==> src/rtl/dmem_bridge_pkg.sv <==
// dmem_bridge shared definitions
// dm_ctrl encodings and access helpers
package dmem_bridge_pkg;

  typedef enum logic [2:0] {
    DM_WORD  = 3'b000,
    DM_HALF  = 3'b001,
    DM_HALFU = 3'b010,
    DM_BYTE  = 3'b011,
    DM_BYTEU = 3'b100
  } dm_ctrl_e;

  localparam int CNT_W = 8;

  // unknown codes fall back to word
  function automatic dm_ctrl_e dm_norm(input logic [2:0] c);
    dm_ctrl_e r;
    case (c)
      3'b001:  r = DM_HALF;
      3'b010:  r = DM_HALFU;
      3'b011:  r = DM_BYTE;
      3'b100:  r = DM_BYTEU;
      default: r = DM_WORD;
    endcase
    return r;
  endfunction

  function automatic logic dm_misaligned(
    input dm_ctrl_e   c,
    input logic [1:0] a
  );
    logic r;
    case (c)
      DM_WORD:           r = |a;
      DM_HALF, DM_HALFU: r = a[0];
      default:           r = 1'b0;
    endcase
    return r;
  endfunction

endpackage

==> src/rtl/dmem_bridge_if.sv <==
// dmem_bridge memory-bus interface
// request/response channel with modports
interface dmem_bridge_if;
  logic        bus_req;
  logic        bus_we;
  logic [31:0] bus_addr;
  logic [3:0]  bus_be;
  logic [31:0] bus_wdata;
  logic        bus_gnt;
  logic        bus_rvalid;
  logic [31:0] bus_rdata;

  modport master (
    output bus_req, bus_we, bus_addr,
    output bus_be, bus_wdata,
    input  bus_gnt, bus_rvalid, bus_rdata
  );

  modport slave (
    input  bus_req, bus_we, bus_addr,
    input  bus_be, bus_wdata,
    output bus_gnt, bus_rvalid, bus_rdata
  );
endinterface

==> src/rtl/dmem_bridge_dm_align.sv <==
// dm_align: byte-lane steering
// store replication and load extension
module dm_align
  import dmem_bridge_pkg::*;
(
  input  dm_ctrl_e    ctrl,
  input  logic [1:0]  off,
  input  logic        we,
  input  logic [31:0] wdata_i,
  input  logic [31:0] rdata_i,
  output logic [3:0]  be_o,
  output logic [31:0] wdata_o,
  output logic [31:0] rdata_o
);

  logic [31:0] sh;

  // store lanes; loads always fetch the full word
  always_comb begin
    be_o    = 4'b1111;
    wdata_o = wdata_i;
    if (we) begin
      unique case (1'b1)
        (ctrl == DM_BYTE) || (ctrl == DM_BYTEU): begin
          be_o    = 4'b0001 << off;
          wdata_o = {4{wdata_i[7:0]}};
        end
        (ctrl == DM_HALF) || (ctrl == DM_HALFU): begin
          be_o    = off[1] ? 4'b1100 : 4'b0011;
          wdata_o = {2{wdata_i[15:0]}};
        end
        default: ;
      endcase
    end
  end

  // shift the addressed lane down and extend
  always_comb begin
    sh = rdata_i >> {off, 3'b000};
    case (ctrl)
      DM_BYTE:  rdata_o = {{24{sh[7]}}, sh[7:0]};
      DM_BYTEU: rdata_o = {24'd0, sh[7:0]};
      DM_HALF:  rdata_o = {{16{sh[15]}}, sh[15:0]};
      DM_HALFU: rdata_o = {16'd0, sh[15:0]};
      default:  rdata_o = sh;
    endcase
  end

endmodule

==> src/rtl/dmem_bridge.sv <==
// dmem_bridge: CPU MEM stage to memory bus
// one access at a time, stalls the pipe
module dmem_bridge
  import dmem_bridge_pkg::*;
#(
  parameter int unsigned TIMEOUT_CYC = 255
) (
  input  logic        clk,
  input  logic        reset,
  input  logic [31:0] cpu_addr,
  input  logic [31:0] cpu_wdata,
  input  logic        cpu_we,
  input  logic        cpu_re,
  input  logic [2:0]  cpu_dm_ctrl,
  output logic [31:0] cpu_rdata,
  output logic        cpu_stall,
  output logic        misalign,
  output logic        bus_err,
  dmem_bridge_if.master bus
);

  typedef enum logic [1:0] {
    S_IDLE, S_REQ, S_RESP, S_DONE
  } state_e;

  localparam logic [CNT_W-1:0] TO_LAST =
    CNT_W'(TIMEOUT_CYC - 1);

  state_e           state_q, state_d;
  logic [31:0]      addr_q, addr_d;
  logic [31:0]      wdata_q, wdata_d;
  logic [31:0]      rdata_q, rdata_d;
  dm_ctrl_e         ctrl_q, ctrl_d;
  logic             we_q, we_d;
  logic [CNT_W-1:0] cnt_q, cnt_d;
  logic             mis_q, mis_d;
  logic             err_q, err_d;

  logic [3:0]  be;
  logic [31:0] lane_wdata;
  logic [31:0] ld_data;
  logic        go, req, tmo;
  dm_ctrl_e    in_ctrl;

  dm_align u_align (
    .ctrl    (ctrl_q),
    .off     (addr_q[1:0]),
    .we      (we_q),
    .wdata_i (wdata_q),
    .rdata_i (bus.bus_rdata),
    .be_o    (be),
    .wdata_o (lane_wdata),
    .rdata_o (ld_data)
  );

  assign go      = cpu_re | cpu_we;
  assign req     = (state_q == S_REQ);
  assign tmo     = (cnt_q >= TO_LAST);
  assign in_ctrl = dm_norm(cpu_dm_ctrl);

  // next state; gnt/rvalid win over timeout
  always_comb begin
    state_d = state_q;
    addr_d  = addr_q;
    wdata_d = wdata_q;
    rdata_d = rdata_q;
    ctrl_d  = ctrl_q;
    we_d    = we_q;
    cnt_d   = cnt_q;
    mis_d   = 1'b0;
    err_d   = 1'b0;
    unique case (state_q)
      S_IDLE: begin
        if (go) begin
          addr_d  = cpu_addr;
          wdata_d = cpu_wdata;
          ctrl_d  = in_ctrl;
          we_d    = cpu_we;
          cnt_d   = '0;
          rdata_d = '0;
          if (dm_misaligned(in_ctrl, cpu_addr[1:0])) begin
            state_d = S_DONE;
            mis_d   = 1'b1;
          end else begin
            state_d = S_REQ;
          end
        end
      end
      S_REQ: begin
        if (bus.bus_gnt) begin
          state_d = we_q ? S_DONE : S_RESP;
          cnt_d   = cnt_q + 1'b1;
        end else if (tmo) begin
          state_d = S_DONE;
          err_d   = 1'b1;
        end else begin
          cnt_d = cnt_q + 1'b1;
        end
      end
      S_RESP: begin
        if (bus.bus_rvalid) begin
          rdata_d = ld_data;
          state_d = S_DONE;
        end else if (tmo) begin
          state_d = S_DONE;
          err_d   = 1'b1;
        end else begin
          cnt_d = cnt_q + 1'b1;
        end
      end
      default: state_d = S_IDLE;
    endcase
  end

  // state and capture registers
  always_ff @(posedge clk or negedge reset) begin
    if (!reset) begin
      state_q <= S_IDLE;
      addr_q  <= '0;
      wdata_q <= '0;
      rdata_q <= '0;
      ctrl_q  <= DM_WORD;
      we_q    <= 1'b0;
      cnt_q   <= '0;
      mis_q   <= 1'b0;
      err_q   <= 1'b0;
    end else begin
      state_q <= state_d;
      addr_q  <= addr_d;
      wdata_q <= wdata_d;
      rdata_q <= rdata_d;
      ctrl_q  <= ctrl_d;
      we_q    <= we_d;
      cnt_q   <= cnt_d;
      mis_q   <= mis_d;
      err_q   <= err_d;
    end
  end

  assign bus.bus_req   = req;
  assign bus.bus_we    = req & we_q;
  assign bus.bus_addr  = req ? {addr_q[31:2], 2'b00} : '0;
  assign bus.bus_be    = req ? be : '0;
  assign bus.bus_wdata = req ? lane_wdata : '0;

  assign cpu_rdata = (state_q == S_DONE) ? rdata_q : '0;
  assign cpu_stall = reset &
                     (((state_q == S_IDLE) & go) |
                      (state_q == S_REQ) |
                      (state_q == S_RESP));
  assign misalign  = mis_q;
  assign bus_err   = err_q;

endmodule

==> src/flat_wrapper.sv <==
// flat-port wrapper written by rule: the top's interface ports become plain ports
module dmem_bridge_flat import dmem_bridge_pkg::*;
#(
  parameter int unsigned TIMEOUT_CYC = 255
)
  (clk, reset, cpu_addr, cpu_wdata, cpu_we, cpu_re, cpu_dm_ctrl, cpu_rdata, cpu_stall, misalign, bus_err, bus_bus_req, bus_bus_we, bus_bus_addr, bus_bus_be, bus_bus_wdata, bus_bus_gnt, bus_bus_rvalid, bus_bus_rdata);
  dmem_bridge_if bus_i ();
  input  logic clk;
  input  logic reset;
  input  logic [31:0] cpu_addr;
  input  logic [31:0] cpu_wdata;
  input  logic cpu_we;
  input  logic cpu_re;
  input  logic [2:0] cpu_dm_ctrl;
  output logic [31:0] cpu_rdata;
  output logic cpu_stall;
  output logic misalign;
  output logic bus_err;
  output wire logic [$bits(bus_i.bus_req)-1:0] bus_bus_req;
  output wire logic [$bits(bus_i.bus_we)-1:0] bus_bus_we;
  output wire logic [$bits(bus_i.bus_addr)-1:0] bus_bus_addr;
  output wire logic [$bits(bus_i.bus_be)-1:0] bus_bus_be;
  output wire logic [$bits(bus_i.bus_wdata)-1:0] bus_bus_wdata;
  input wire logic [$bits(bus_i.bus_gnt)-1:0] bus_bus_gnt;
  input wire logic [$bits(bus_i.bus_rvalid)-1:0] bus_bus_rvalid;
  input wire logic [$bits(bus_i.bus_rdata)-1:0] bus_bus_rdata;
  assign bus_bus_req = bus_i.bus_req;
  assign bus_bus_we = bus_i.bus_we;
  assign bus_bus_addr = bus_i.bus_addr;
  assign bus_bus_be = bus_i.bus_be;
  assign bus_bus_wdata = bus_i.bus_wdata;
  assign bus_i.bus_gnt = bus_bus_gnt;
  assign bus_i.bus_rvalid = bus_bus_rvalid;
  assign bus_i.bus_rdata = bus_bus_rdata;
  dmem_bridge #(.TIMEOUT_CYC(TIMEOUT_CYC)) u_core (.clk(clk), .reset(reset), .cpu_addr(cpu_addr), .cpu_wdata(cpu_wdata), .cpu_we(cpu_we), .cpu_re(cpu_re), .cpu_dm_ctrl(cpu_dm_ctrl), .cpu_rdata(cpu_rdata), .cpu_stall(cpu_stall), .misalign(misalign), .bus_err(bus_err), .bus(bus_i));
endmodule
==> config.mk <==
export PLATFORM = sky130hd
export DESIGN_NAME = dmem_bridge_flat
export DESIGN_NICKNAME = d
export VERILOG_FILES = /design/src/rtl/dmem_bridge_pkg.sv /design/src/rtl/dmem_bridge_if.sv /design/src/rtl/dmem_bridge_dm_align.sv /design/src/rtl/dmem_bridge.sv /design/src/flat_wrapper.sv
export SDC_FILE = /design/constraint.sdc
export NUM_CORES = 1
export LEC_CHECK = 0
export BUFFER_PORTS_ARGS = -buffer_cell sky130_fd_sc_hd__buf_2
export CAP_MARGIN = 20
export CORE_MARGIN = 2
export CORE_UTILIZATION = 30
export DETAILED_ROUTE_END_ITERATION = 16
export PLACE_DENSITY_LB_ADDON = 0.15
export SLEW_MARGIN = 30
export SYNTH_ARGS = -nofsm -noshare
export SYNTH_HDL_FRONTEND = slang
export SYNTH_SLANG_ARGS = --single-unit
==> constraint.sdc <==
create_clock -name clk -period 4.24 [get_ports clk]
set_clock_uncertainty 0.2 [all_clocks]
set_input_delay 0.424 -clock clk [delete_from_list [all_inputs] [get_ports clk]]
set_output_delay 0.424 -clock clk [all_outputs]
set_load 0.02 [all_outputs]
==> qor.csv, run 1 <==
stage;metric;value;unit
floorplanning;Core Box Area;20360;sq um
synth;post-synthesis compound-gate area fraction;17.75;%
placement;detailed placer's ending HPWL;13760;microns
job;max cap viols;0;
critical_path;Crit Path Category;reg -> out;
floorplanning;Die Width;148.5;microns
floorplanning;Initial Util;30.77;%
placement;Cell Area, Placed;7488;sq um
critical_path;worst reg2reg path depth;6;
synth;XOR/XNOR Fraction of Synth Area;0.7188;%
placement;I/O Buffers;207;
critical_path;Buf+Inv Stages, Crit Path;1;
clock_network;later-pin clock latency in the skew report;0.35;ns
synth;Mapped Cells;619;
critical_path;Worst setup SP type;flop;
sta;worst hold slack;0.05512;ns
drt;# DRC;0;
grt;initial antenna violation count;4;
clock_network;CTS H-tree depth;3;
sta;final setup fails;0;
critical_path;FF-to-FF setup slack;1.39;ns
synth;post-synthesis sequential area ratio;44.73;%
clock_network;Worst-path clk slew;0.08;ns
power_and_ir_drop;Leak Pwr;3.809;nW
sta;period utilisation layout;75.98;%
placement;Routability Congestion;0.8345;
sta;Least-Margin Pin Slew;0.9527;ns
clock_network;clock tree buffer depth;2;
grt;largest net degree at the start of global routing;72;
synth;count of cell types in the netlist;54;
power_and_ir_drop;Pwr Density;774.7;nW/um^2
synth;Yosys Warn Count;0;
drt;First-pass DRT Iterations;4;
synth;Netlist Area Pre-Place;6266;sq um
sta;Final Hold Viols;0;
layout;final net count;915;
clock_network;CTS Buf Count;9;
outcome;status;complete, no violations;
synth;largest family of logic cells by synthesized area;compound AO/OA/AOI/OAI gates;
clock_network;hold bufs inserted after CTS;1;
synth;adder-cell area share of the yosys netlist;1.558;%
critical_path;critical path peak fanout;18;
synth;Syn Area/Cell;10.12;sq um
clock_network;post-cts resize count;0;
layout;Area Growth Syn to Fin;24.34;%
layout;storage element area;2803;sq um
drt;routed length per placed instance;17.49;microns
layout;area of the multi-input gates;3226;sq um
drt;wirelength, routed;18870;microns
clock_network;Setup Buffers After CTS;0;
critical_path;Crit path required time;3.62;ns
sta;Final Critical Period;3.222;ns
grt;GRT overflow;0;
synth;number of synthesized register bits;112;
critical_path;WP data arrival;2.60;ns
layout;post-route insts no fill;1079;
critical_path;CP top delay family;simple AND/OR/NAND/NOR gates;
critical_path;CP cell instances;xnor2_4 > and2_1 > nand2_1 > a21boi_0 > buf_2;
sta;Slew HR;36.48;%
grt;vias in the first global route;5318;
drt;post-route ant nets;0;
layout;Core Util, Final;38.26;%
min_path;HP Class;in -> reg;
layout;final instance area;7791;sq um
critical_path;Crit. End Element;output pin;
drt;Iteration-0 DRC Markers;267;
synth;post-synthesis simple-gate area fraction;16.65;%
power_and_ir_drop;total power;6.036;mW
sta;max-slew violation count;0;
floorplanning;Die Y;148.5;microns
floorplanning;full die area;22060;sq um
layout;filler cell count;2101;
drt;via count;5233;
placement;Place WS;1.366;ns
sta;Achievable Freq;310.4;MHz
clock_network;root buf cell;clkbuf_16;
placement;Cell Count Post-Placement;1061;
floorplanning;row cnt;52;
layout;share of layout cells above drive strength 1;38.86;%
sta;RSZ-0062 raised after global routing;no;
floorplanning;Top Ports;210;
sta;final setup margin;1.018;ns
grt;first-pass GRT wire length;29300;microns
drt;Vias/cell;4.850;
min_path;WHS Path Cells;2;
critical_path;CP max-delay cell;and2_1;
clock_network;CTS tree;done;
critical_path;critical path depth;5;
clock_network;clk sink count;112;
synth;post-synthesis mux area share;14.42;%
sta;Setup Total Neg Slack;0;ns
grt;GRT Total Usage;16.89;%
power_and_ir_drop;Peak supply drop;318.2;uV
critical_path;critical path's largest stage delay;0.61;ns
[sequential cells by signal, summed over array words and instances, names as in the netlist]
signal,cells
u_core.addr_q,32
u_core.rdata_q,32
u_core.wdata_q,32
u_core.cnt_q,8
u_core.ctrl_q,3
u_core.state_q,2
u_core.bus_err,1
u_core.misalign,1
u_core.we_q,1
[Yosys cell counts (all sizes together)]
master	count	area share [%]
inv	11	0.66
o2111ai	1	0.14
ha	7	1.4
clkbuf	18	1.1
a21boi	26	3.1
a21oi	22	1.9
dfrtp	112	45
buf	24	2.4
and3	2	0.20
or2	1	0.10
mux2	64	12
xnor2	2	0.58
a31oi	5	0.50
conb	1	0.060
a311oi	1	0.14
maj3	1	0.16
nand4	1	0.10
a32o	7	1.1
a22o	17	2.4
nor2	18	1.3
nand3	1	0.080
a21o	4	0.48
nand2	84	5.1
mux4	1	0.36
and2	76	7.6
nor3b	1	0.20
a2111oi	2	0.60
nand2b	2	0.20
xor2	1	0.14
mux2i	16	2.6
a41oi	1	0.14
o21ai	56	4.9
nand3b	1	0.12
nor2b	11	1.1
nor3	3	0.24
or3	2	0.20
o31ai	4	0.48
a22oi	1	0.12
and3b	1	0.14
a211oi	1	0.32
a211o	9	1.4
[area by class of cell]
class	instances	area share, %
repair buffers	214	14.04
inverters	11	0.5300
diodes	1	0.03212
clock inverters	7	0.8030
flip-flops and latches	112	35.97
multi-input cells	455	41.40
well taps	270	4.336
clock buffers	9	2.891
[cells by family (layout without fill, tap and decap cells)]
logic type                 after synthesis  in the layout
AOI/OAI and AO/OA                      157            157
xor gates and xnor gates                 3              3
adders and majority gates                8              8
buffers and inverters                   53            241
DFF                                    112            112
muxes                                   81             81
other                                    1              3
and+or+nand+nor                        204            204
[report_power, final]
group | switching (mW) | internal [mW] | leakage (nW) | total (mW)
Combinational | 1.97 | 1.33 | 2.27 | 3.30
Clock | 0.439 | 0.413 | 0.144 | 0.852
Sequential | 0.334 | 1.55 | 1.40 | 1.89
[placed cells by master (no fill, tap or decap), types with 16 or more instances in the layout]
cell,n
mux2_2,64
o21ai_0,46
nor2_1,16
and2_1,75
a22o_1,17
mux2i_1,16
nand2_1,83
a21boi_0,19
a21oi_1,21
buf_2,206
dfrtp_1,112
[final timing paths]
kind / startpoint / endpoint
min in group asynchronous: reset / u_core.rdata_q[9]
min: bus_bus_rvalid / u_core.bus_err
max: u_core.ctrl_q[2] / bus_bus_wdata[11]
max in group asynchronous: reset / u_core.wdata_q[12]
min reg2reg: u_core.rdata_q[31] / u_core.rdata_q[31]
max reg2reg: u_core.state_q[1] / u_core.state_q[0]
[metal layers]
metal	GRT usage, %	wire length (microns)	up-vias
li1	-	-	2519
met1	22.39	8446	2499
met2	26.67	8619	184
met3	5.552	1488	25
met4	4.381	276	6
met5	0	35	-
(Power assumes the default switching activity.)
==> run 2: changes to the inputs <==
==> constraint.sdc (replaced) <==
create_clock -name clk -period 2.7 [get_ports clk]
set_clock_uncertainty 0.2 [all_clocks]
set_input_delay 0.27 -clock clk [delete_from_list [all_inputs] [get_ports clk]]
set_output_delay 0.27 -clock clk [all_outputs]
set_load 0.02 [all_outputs]
==> qor.csv, run 2 (synthesis results as in run 1) <==
stage;metric;value;unit;change
sta;max-slew violation count;0;;unchanged
drt;wirelength, routed;19090;microns;+1.2%
power_and_ir_drop;fraction of power spent switching nets;44.08;%;-1.3 points
drt;via count;5531;;+5.7%
placement;I/O Buffers;207;;unchanged
critical_path;worst reg2reg startpoint;u_core.state_q[1];;
sta;final setup fails;0;;unchanged
critical_path;Crit Path Category;reg -> out;;
clock_network;CTS tree;done;;
clock_network;Worst-path clk slew;0.08;ns;about the same
clock_network;CTS H-tree depth;3;;unchanged
drt;Iteration-0 DRC Markers;243;;-9.0%
grt;largest net degree at the start of global routing;113;;+57%
power_and_ir_drop;Leak Pwr;4.161;nW;+9.2%
grt;gr busiest metal;met2;;
placement;Cell Count Post-Placement;1070;;+0.85%
min_path;WHS Path Cells;3;;+1
power_and_ir_drop;Clock power frac;14.3;%;+0.2 points
floorplanning;Initial Util;30.77;%;unchanged
drt;First-pass DRT Iterations;4;;unchanged
layout;final instance area;8605;sq um;+10%
power_and_ir_drop;Switch Pwr;4.339;mW;+58%
layout;n_diodes;0;;-1
sta;Final Hold Viols;0;;unchanged
floorplanning;row cnt;52;;unchanged
layout;area of the multi-input gates;3233;sq um;+0.23%
job;max cap viols;0;;unchanged
critical_path;R2R Path End;u_core.rdata_q[21];;
sta;RSZ-0062 raised after global routing;no;;
floorplanning;Core Box Area;20360;sq um;unchanged
power_and_ir_drop;Peak supply drop;485.5;uV;+53%
sta;Setup Total Neg Slack;0;ns;unchanged
clock_network;clock tree buffer depth;2;;unchanged
floorplanning;full die area;22060;sq um;unchanged
layout;final net count;991;;+8.3%
placement;detailed placer's ending HPWL;13460;microns;-2.2%
grt;grt met2 use;26.69;%;about the same
layout;Core Util, Final;42.25;%;+4.0 points
sta;Slew HR;44.76;%;+8.3 points
sta;Least-Margin Pin Slew;0.8270;ns;-0.1258 ns
layout;share of layout cells above drive strength 1;36.76;%;-2.1 points
power_and_ir_drop;Int Pwr;5.504;mW;+67%
power_and_ir_drop;Flop pwr share;30.3;%;-1.0 points
layout;Area Growth Syn to Fin;37.32;%;
clock_network;clk sink count;112;;unchanged
layout;most common cell after layout, fill and taps aside;buf_2;;
critical_path;WP data arrival;2.12;ns;-0.48 ns
critical_path;worst reg2reg path depth;7;;+1
sta;worst hold slack;0.02047;ns;-0.03466 ns
min_path;HP Class;in -> reg;;
layout;largest registers;u_core.addr_q: 32 flops, u_core.rdata_q: 32 flops, u_core.wdata_q: 32 flops;;
clock_network;CTS Buf Count;9;;unchanged
floorplanning;Die Y;148.5;microns;unchanged
sta;Final Critical Period;2.585;ns;
drt;Vias/cell;4.793;;-1.2%
placement;Routability Congestion;0.8049;;-3.5%
placement;Cell Area, Placed;7606;sq um;+1.6%
placement;Place WS;0.2460;ns;-1.120 ns
grt;met3 Use GR;4.509;%;-1.0 points
layout;most frequent cells in the layout;buf_2, dfrtp_1, nand2_1;;
grt;GRT Total Usage;17.14;%;+0.25 points
drt;# DRC;0;;unchanged
grt;vias in the first global route;5661;;+6.4%
critical_path;critical path peak fanout;18;;unchanged
clock_network;later-pin clock latency in the skew report;0.35;ns;about the same
min_path;WHS Endpoint;u_core.we_q;;
critical_path;Worst setup SP type;flop;;
power_and_ir_drop;part of the power in combinational logic;55.4;%;+0.8 points
min_path;Hold Startpoint;cpu_we;;
power_and_ir_drop;total power;9.844;mW;+63%
grt;first-pass GRT wire length;29900;microns;+2.0%
sta;period utilisation layout;95.74;%;
grt;initial antenna violation count;2;;-2
floorplanning;Top Ports;210;;unchanged
drt;post-route ant nets;0;;unchanged
clock_network;root buf cell;clkbuf_16;;
critical_path;Crit path required time;2.23;ns;-1.39 ns
sta;Achievable Freq;386.8;MHz;
sta;final setup margin;0.1149;ns;-0.9034 ns
drt;routed length per placed instance;16.54;microns;-5.4%
critical_path;Crit. End Element;output pin;;
layout;storage element area;2804;sq um;about the same
grt;M1 GR Usage;22.92;%;+0.53 points
layout;post-route insts no fill;1154;;+7.0%
floorplanning;Die Width;148.5;microns;unchanged
outcome;status;complete, no violations;;
grt;GRT overflow;0;;unchanged
layout;filler cell count;2009;;-4.4%
power_and_ir_drop;Pwr Density;1144;nW/um^2;+48%
critical_path;FF-to-FF setup slack;0.18;ns;-1.21 ns
[run 2: cell count changes in the layout (fill, tap and decap cells not counted), moves of 2 or more]
cell,before,now
buf_4,7,12
dlygate4sd3_1,1,67
buf_12,0,4
a21boi_0,19,17
a21boi_1,7,9
[run 2: worst max-delay path, cell delays in order (launching register included)]
cell	delay, ns
dfrtp_2	0.47
nor2_4	0.20
xnor2_4	0.19
and2_1	0.19
buf_6	0.18
nand2_1	0.12
a21boi_0	0.20
buf_2	0.20
[run 2: cell type report]
| type | instances | share of cell area [%] |
|---|---|---|
| Inverter | 11 | 0.4799 |
| Timing Repair Buffer | 290 | 21.88 |
| Sequential cell | 112 | 32.59 |
| Clock inverter | 6 | 0.8870 |
| Clock buffer | 10 | 2.661 |
| Multi-Input combinational cell | 455 | 37.57 |
| Tap cell | 270 | 3.926 |
[run 2: per-layer routing]
metal  wire [microns]  part of all wire, %  vias up
met4              480                  2.5        4
met1             8639                   45     2630
met2             8583                   45      193
met3             1361                  7.1       37
li1                 -                    -     2667
met5               23                 0.12        -
[run 2: repair_timing]
item                                    4_1_cts  5_1_grt
hold buffers                                 67        0
buffers inserted                              1        0
gates resized for setup                       2        5
endpoints found under the setup margin        8       14
pin swaps                                     1        0
hold endpoints to repair                    178        0
[run 2: power by group through the flow]
stage	logic, mW	registers [mW]	clock network (mW)
2_1_floorplan	3.99	2.78	0
3_3_place_gp	5.37	3.00	0
3_5_place_dp	5.36	3.01	0
4_1_cts	5.49	2.99	1.46
5_1_grt	5.99	3.10	1.53
6_report	5.45	2.99	1.41
[run 2: worst max-delay path by stage]
| stage | from | end | slack (ns) | depth (start not counted) |
|---|---|---|---|---|
| finish | u_core.ctrl_q[0] | bus_bus_wdata[26] | 0.11 | 7 |
| global route | u_core.ctrl_q[0] | bus_bus_wdata[10] | 0.003 | 7 |
| CTS | u_core.ctrl_q[0] | bus_bus_wdata[28] | 0.005 | 7 |
| detailed placement | u_core.state_q[1] | u_core.rdata_q[7] | 0.25 | 7 |
| global placement | u_core.state_q[1] | u_core.rdata_q[17] | 0.28 | 7 |
| floorplan | u_core.ctrl_q[1] | bus_bus_wdata[17] | 0.40 | 7 |
==> run 3: changes to the inputs <==
--- a/config.mk
+++ b/config.mk
@@ -5,12 +5,14 @@
 export SDC_FILE = /design/constraint.sdc
 export NUM_CORES = 1
 export LEC_CHECK = 0
+export ABC_AREA = 1
 export BUFFER_PORTS_ARGS = -buffer_cell sky130_fd_sc_hd__buf_2
 export CAP_MARGIN = 20
 export CORE_MARGIN = 2
-export CORE_UTILIZATION = 30
+export CORE_UTILIZATION = 47
 export DETAILED_ROUTE_END_ITERATION = 16
 export PLACE_DENSITY_LB_ADDON = 0.15
+export SKIP_CTS_REPAIR_TIMING = 1
 export SLEW_MARGIN = 30
 export SYNTH_ARGS = -nofsm -noshare
 export SYNTH_HDL_FRONTEND = slang
==> qor.csv, run 3 <==
stage;metric;value;unit;change
grt;first-pass GRT wire length;29220;microns;-2.3%
synth;Netlist Area Pre-Place;6618;sq um;+5.6%
layout;most frequent cells in the layout;nand2_1, buf_2, inv_1;;
layout;share of layout cells above drive strength 1;20.50;%;-16 points
placement;I/O Buffers;207;;unchanged
drt;wirelength, routed;19290;microns;+1.1%
critical_path;Crit. End Element;output pin;;
synth;ys flop type;dfrtp_1;;
layout;most common cell after layout, fill and taps aside;nand2_1;;
floorplanning;Die Width;122.7;microns;-17%
grt;GRT Total Usage;24.69;%;+7.5 points
min_path;WHS Endpoint;u_core.we_q;;
critical_path;worst reg2reg path depth;8;;+1
layout;largest registers;u_core.addr_q: 32 flops, u_core.rdata_q: 32 flops, u_core.wdata_q: 32 flops;;
drt;Metal-1 WL;8082;microns;-6.4%
power_and_ir_drop;Leak Pwr;5.571;nW;+34%
sta;Setup Total Neg Slack;0;ns;unchanged
synth;ys async rst share;100.0;%;unchanged
sta;Final Hold Viols;0;;unchanged
clock_network;CTS tree;done;;
sta;period utilisation layout;96.23;%;+0.48 points
critical_path;critical path's largest stage delay;0.41;ns;-0.06 ns
synth;top cells by count, synth;nand2_1, inv_1, dfrtp_1, nand3_1, nor2_1;;
synth;Syn Area/Cell;6.469;sq um;-36%
clock_network;clock tree buffer depth;2;;unchanged
min_path;Hold Startpoint;cpu_we;;
floorplanning;Initial Util;47.86;%;+17 points
layout;Area Growth Syn to Fin;32.61;%;
power_and_ir_drop;Peak supply drop;580.0;uV;+19%
drt;Highest Signal Layer;met4;;
sta;max-slew violation count;0;;unchanged
clock_network;later-pin clock latency in the skew report;0.36;ns;about the same
clock_network;root buf cell;clkbuf_16;;
drt;via count;7136;;+29%
drt;# DRC;0;;unchanged
drt;Iteration-0 DRC Markers;670;;+180%
critical_path;FF-to-FF setup slack;0.47;ns;+0.29 ns
job;max cap viols;0;;unchanged
sta;Least-Margin Pin Slew;0.6642;ns;-0.1627 ns
grt;vias in the first global route;6006;;+6.1%
layout;area of the multi-input gates;3143;sq um;-2.8%
critical_path;Crit path required time;2.23;ns;about the same
placement;Place WS;0.3805;ns;+0.1345 ns
layout;Core Util, Final;63.47;%;+21 points
clock_network;clk sink count;112;;unchanged
synth;Synth top area share;42.35;%;-2.4 points
sta;Final Critical Period;2.598;ns;+0.01306 ns
critical_path;R2R Path End;u_core.addr_q[4];;
drt;First-pass DRT Iterations;5;;+1
critical_path;Crit Path Category;reg -> out;;
power_and_ir_drop;Pwr Density;1082;nW/um^2;-5.4%
critical_path;CP cell instances;inv_1 > nand2_1 > nand2_1 > nand2_8 > a21oi_4 > buf_12 > nand2_1 > a21oi_1 > buf_2;;
placement;Routability Congestion;0.8495;;+5.5%
layout;n_diodes;0;;unchanged
power_and_ir_drop;total power;9.493;mW;-3.6%
floorplanning;Top Ports;210;;unchanged
placement;detailed placer's ending HPWL;12840;microns;-4.6%
layout;storage element area;2803;sq um;about the same
grt;largest net degree at the start of global routing;113;;unchanged
sta;Achievable Freq;384.9;MHz;-0.50%
layout;final net count;1385;;+40%
critical_path;Worst setup SP type;flop;;
clock_network;CTS Buf Count;9;;unchanged
sta;worst hold slack;0.01482;ns;-0.005647 ns
drt;Met2 Routed Length;9611;microns;+12%
synth;count leader, synth;nand2_1;;
drt;Vias/cell;4.894;;+2.1%
synth;count of cell types in the netlist;32;;-41%
synth;EDFF count, synth;0;;unchanged
sta;final setup fails;0;;unchanged
synth;Mapped Cells;1023;;+65%
sta;final setup margin;0.1019;ns;-0.01306 ns
floorplanning;Core Box Area;13830;sq um;-32%
critical_path;worst reg2reg startpoint;u_core.state_q[1];;
outcome;status;complete, no violations;;
synth;largest cells by area after synthesis;dfrtp_1, nand2_1, inv_1;;
critical_path;critical path peak fanout;26;;+8
sta;Slew HR;55.72;%;+11 points
clock_network;Worst-path clk slew;0.07;ns;about the same
grt;initial antenna violation count;0;;-2
critical_path;CP max-delay cell;dfrtp_1;;
min_path;WHS Path Cells;3;;unchanged
synth;post-synthesis sequential area ratio;42.35;%;-2.4 points
critical_path;WP data arrival;2.13;ns;about the same
drt;routed length per placed instance;13.23;microns;-20%
synth;Yosys Warn Count;0;;unchanged
synth;number of synthesized register bits;112;;unchanged
min_path;HP Class;in -> reg;;
drt;post-route ant nets;0;;unchanged
grt;GRT overflow;0;;unchanged
critical_path;Critical Path Most Common Cell;nand2_1;;
floorplanning;full die area;15050;sq um;-32%
synth;cell taking the most area after synthesis;dfrtp_1;;
clock_network;CTS H-tree depth;3;;unchanged
floorplanning;Die Y;122.7;microns;-17%
layout;filler cell count;1292;;-36%
drt;Routed met3 length;1255;microns;-7.8%
floorplanning;row cnt;43;;-17%
==> run 3: cell types whose count changed in the layout (fill, tap and decap cells not counted), sizes merged, moves of 12 or more <==
cell and change:
and2 -76, a22o -17, inv +114, mux2 -64, o21ai -12, nand3 +82
a21boi -26, mux2i -16, nand2 +428, nor2 +26
==> run 3: final cells by class <==
cell class	instances	area share, %
Clock inverter	6	0.4847
Inverter	128	5.546
Clock buffer	10	2.723
Tap cell	180	2.566
Sequential cell	112	31.94
Multi-Input combinational cell	735	35.81
Timing Repair Buffer	287	20.93
==> run 3: per-layer routing <==
layer / global-route usage [%] / vias to the layer above
met3: 5.158 / 28
met5: 0 / -
met1: 33.43 / 3266
met4: 6.466 / 0
met2: 40.30 / 255
li1: - / 3587
==> run 3: power breakdown <==
part | switching (mW) | internal, mW | leakage [nW]
clock | 0.625 | 0.653 | 0.135
combinational | 3.58 | 1.71 | 4.01
sequential | 0.523 | 2.40 | 1.43
==> run 3: per-stage QoR <==
| step | cell area, sq um | instances |
|---|---|---|
| CTS | 8051 | 1390 |
| finish | 8776 | 1458 |
| floorplan | 6621 | 1024 |
| global placement | 7767 | 1374 |
| global route | 8776 | 1458 |
| detailed placement | 7770 | 1374 |
==> run 3: kinds of logic after synthesis <==
logic type,synth area share [%]
buf+inv,10.85
other cells,0.05667
compound gates,5.937
flops,42.35
simple gates,39.48
fa+ha+maj,1.323
==> run 3: worst max path at each step <==
stage                           start           endpoint  slack [ns]
detailed placement   u_core.ctrl_q[0]  bus_bus_wdata[17]        0.38
CTS                  u_core.ctrl_q[0]  bus_bus_wdata[17]       -0.01
finish               u_core.ctrl_q[0]  bus_bus_wdata[15]        0.10
floorplan           u_core.state_q[1]      bus_bus_be[0]        0.36
global placement     u_core.ctrl_q[2]  bus_bus_wdata[17]        0.40
global route         u_core.ctrl_q[0]  bus_bus_wdata[15]       -0.04
==> run 3: critical path, delay by kind of cell (launching register included) <==
kind / cells / cell delay [ns]
flops: 1 / 0.41
buf+inv: 3 / 0.44
compound gates: 2 / 0.42
simple gates: 4 / 0.49
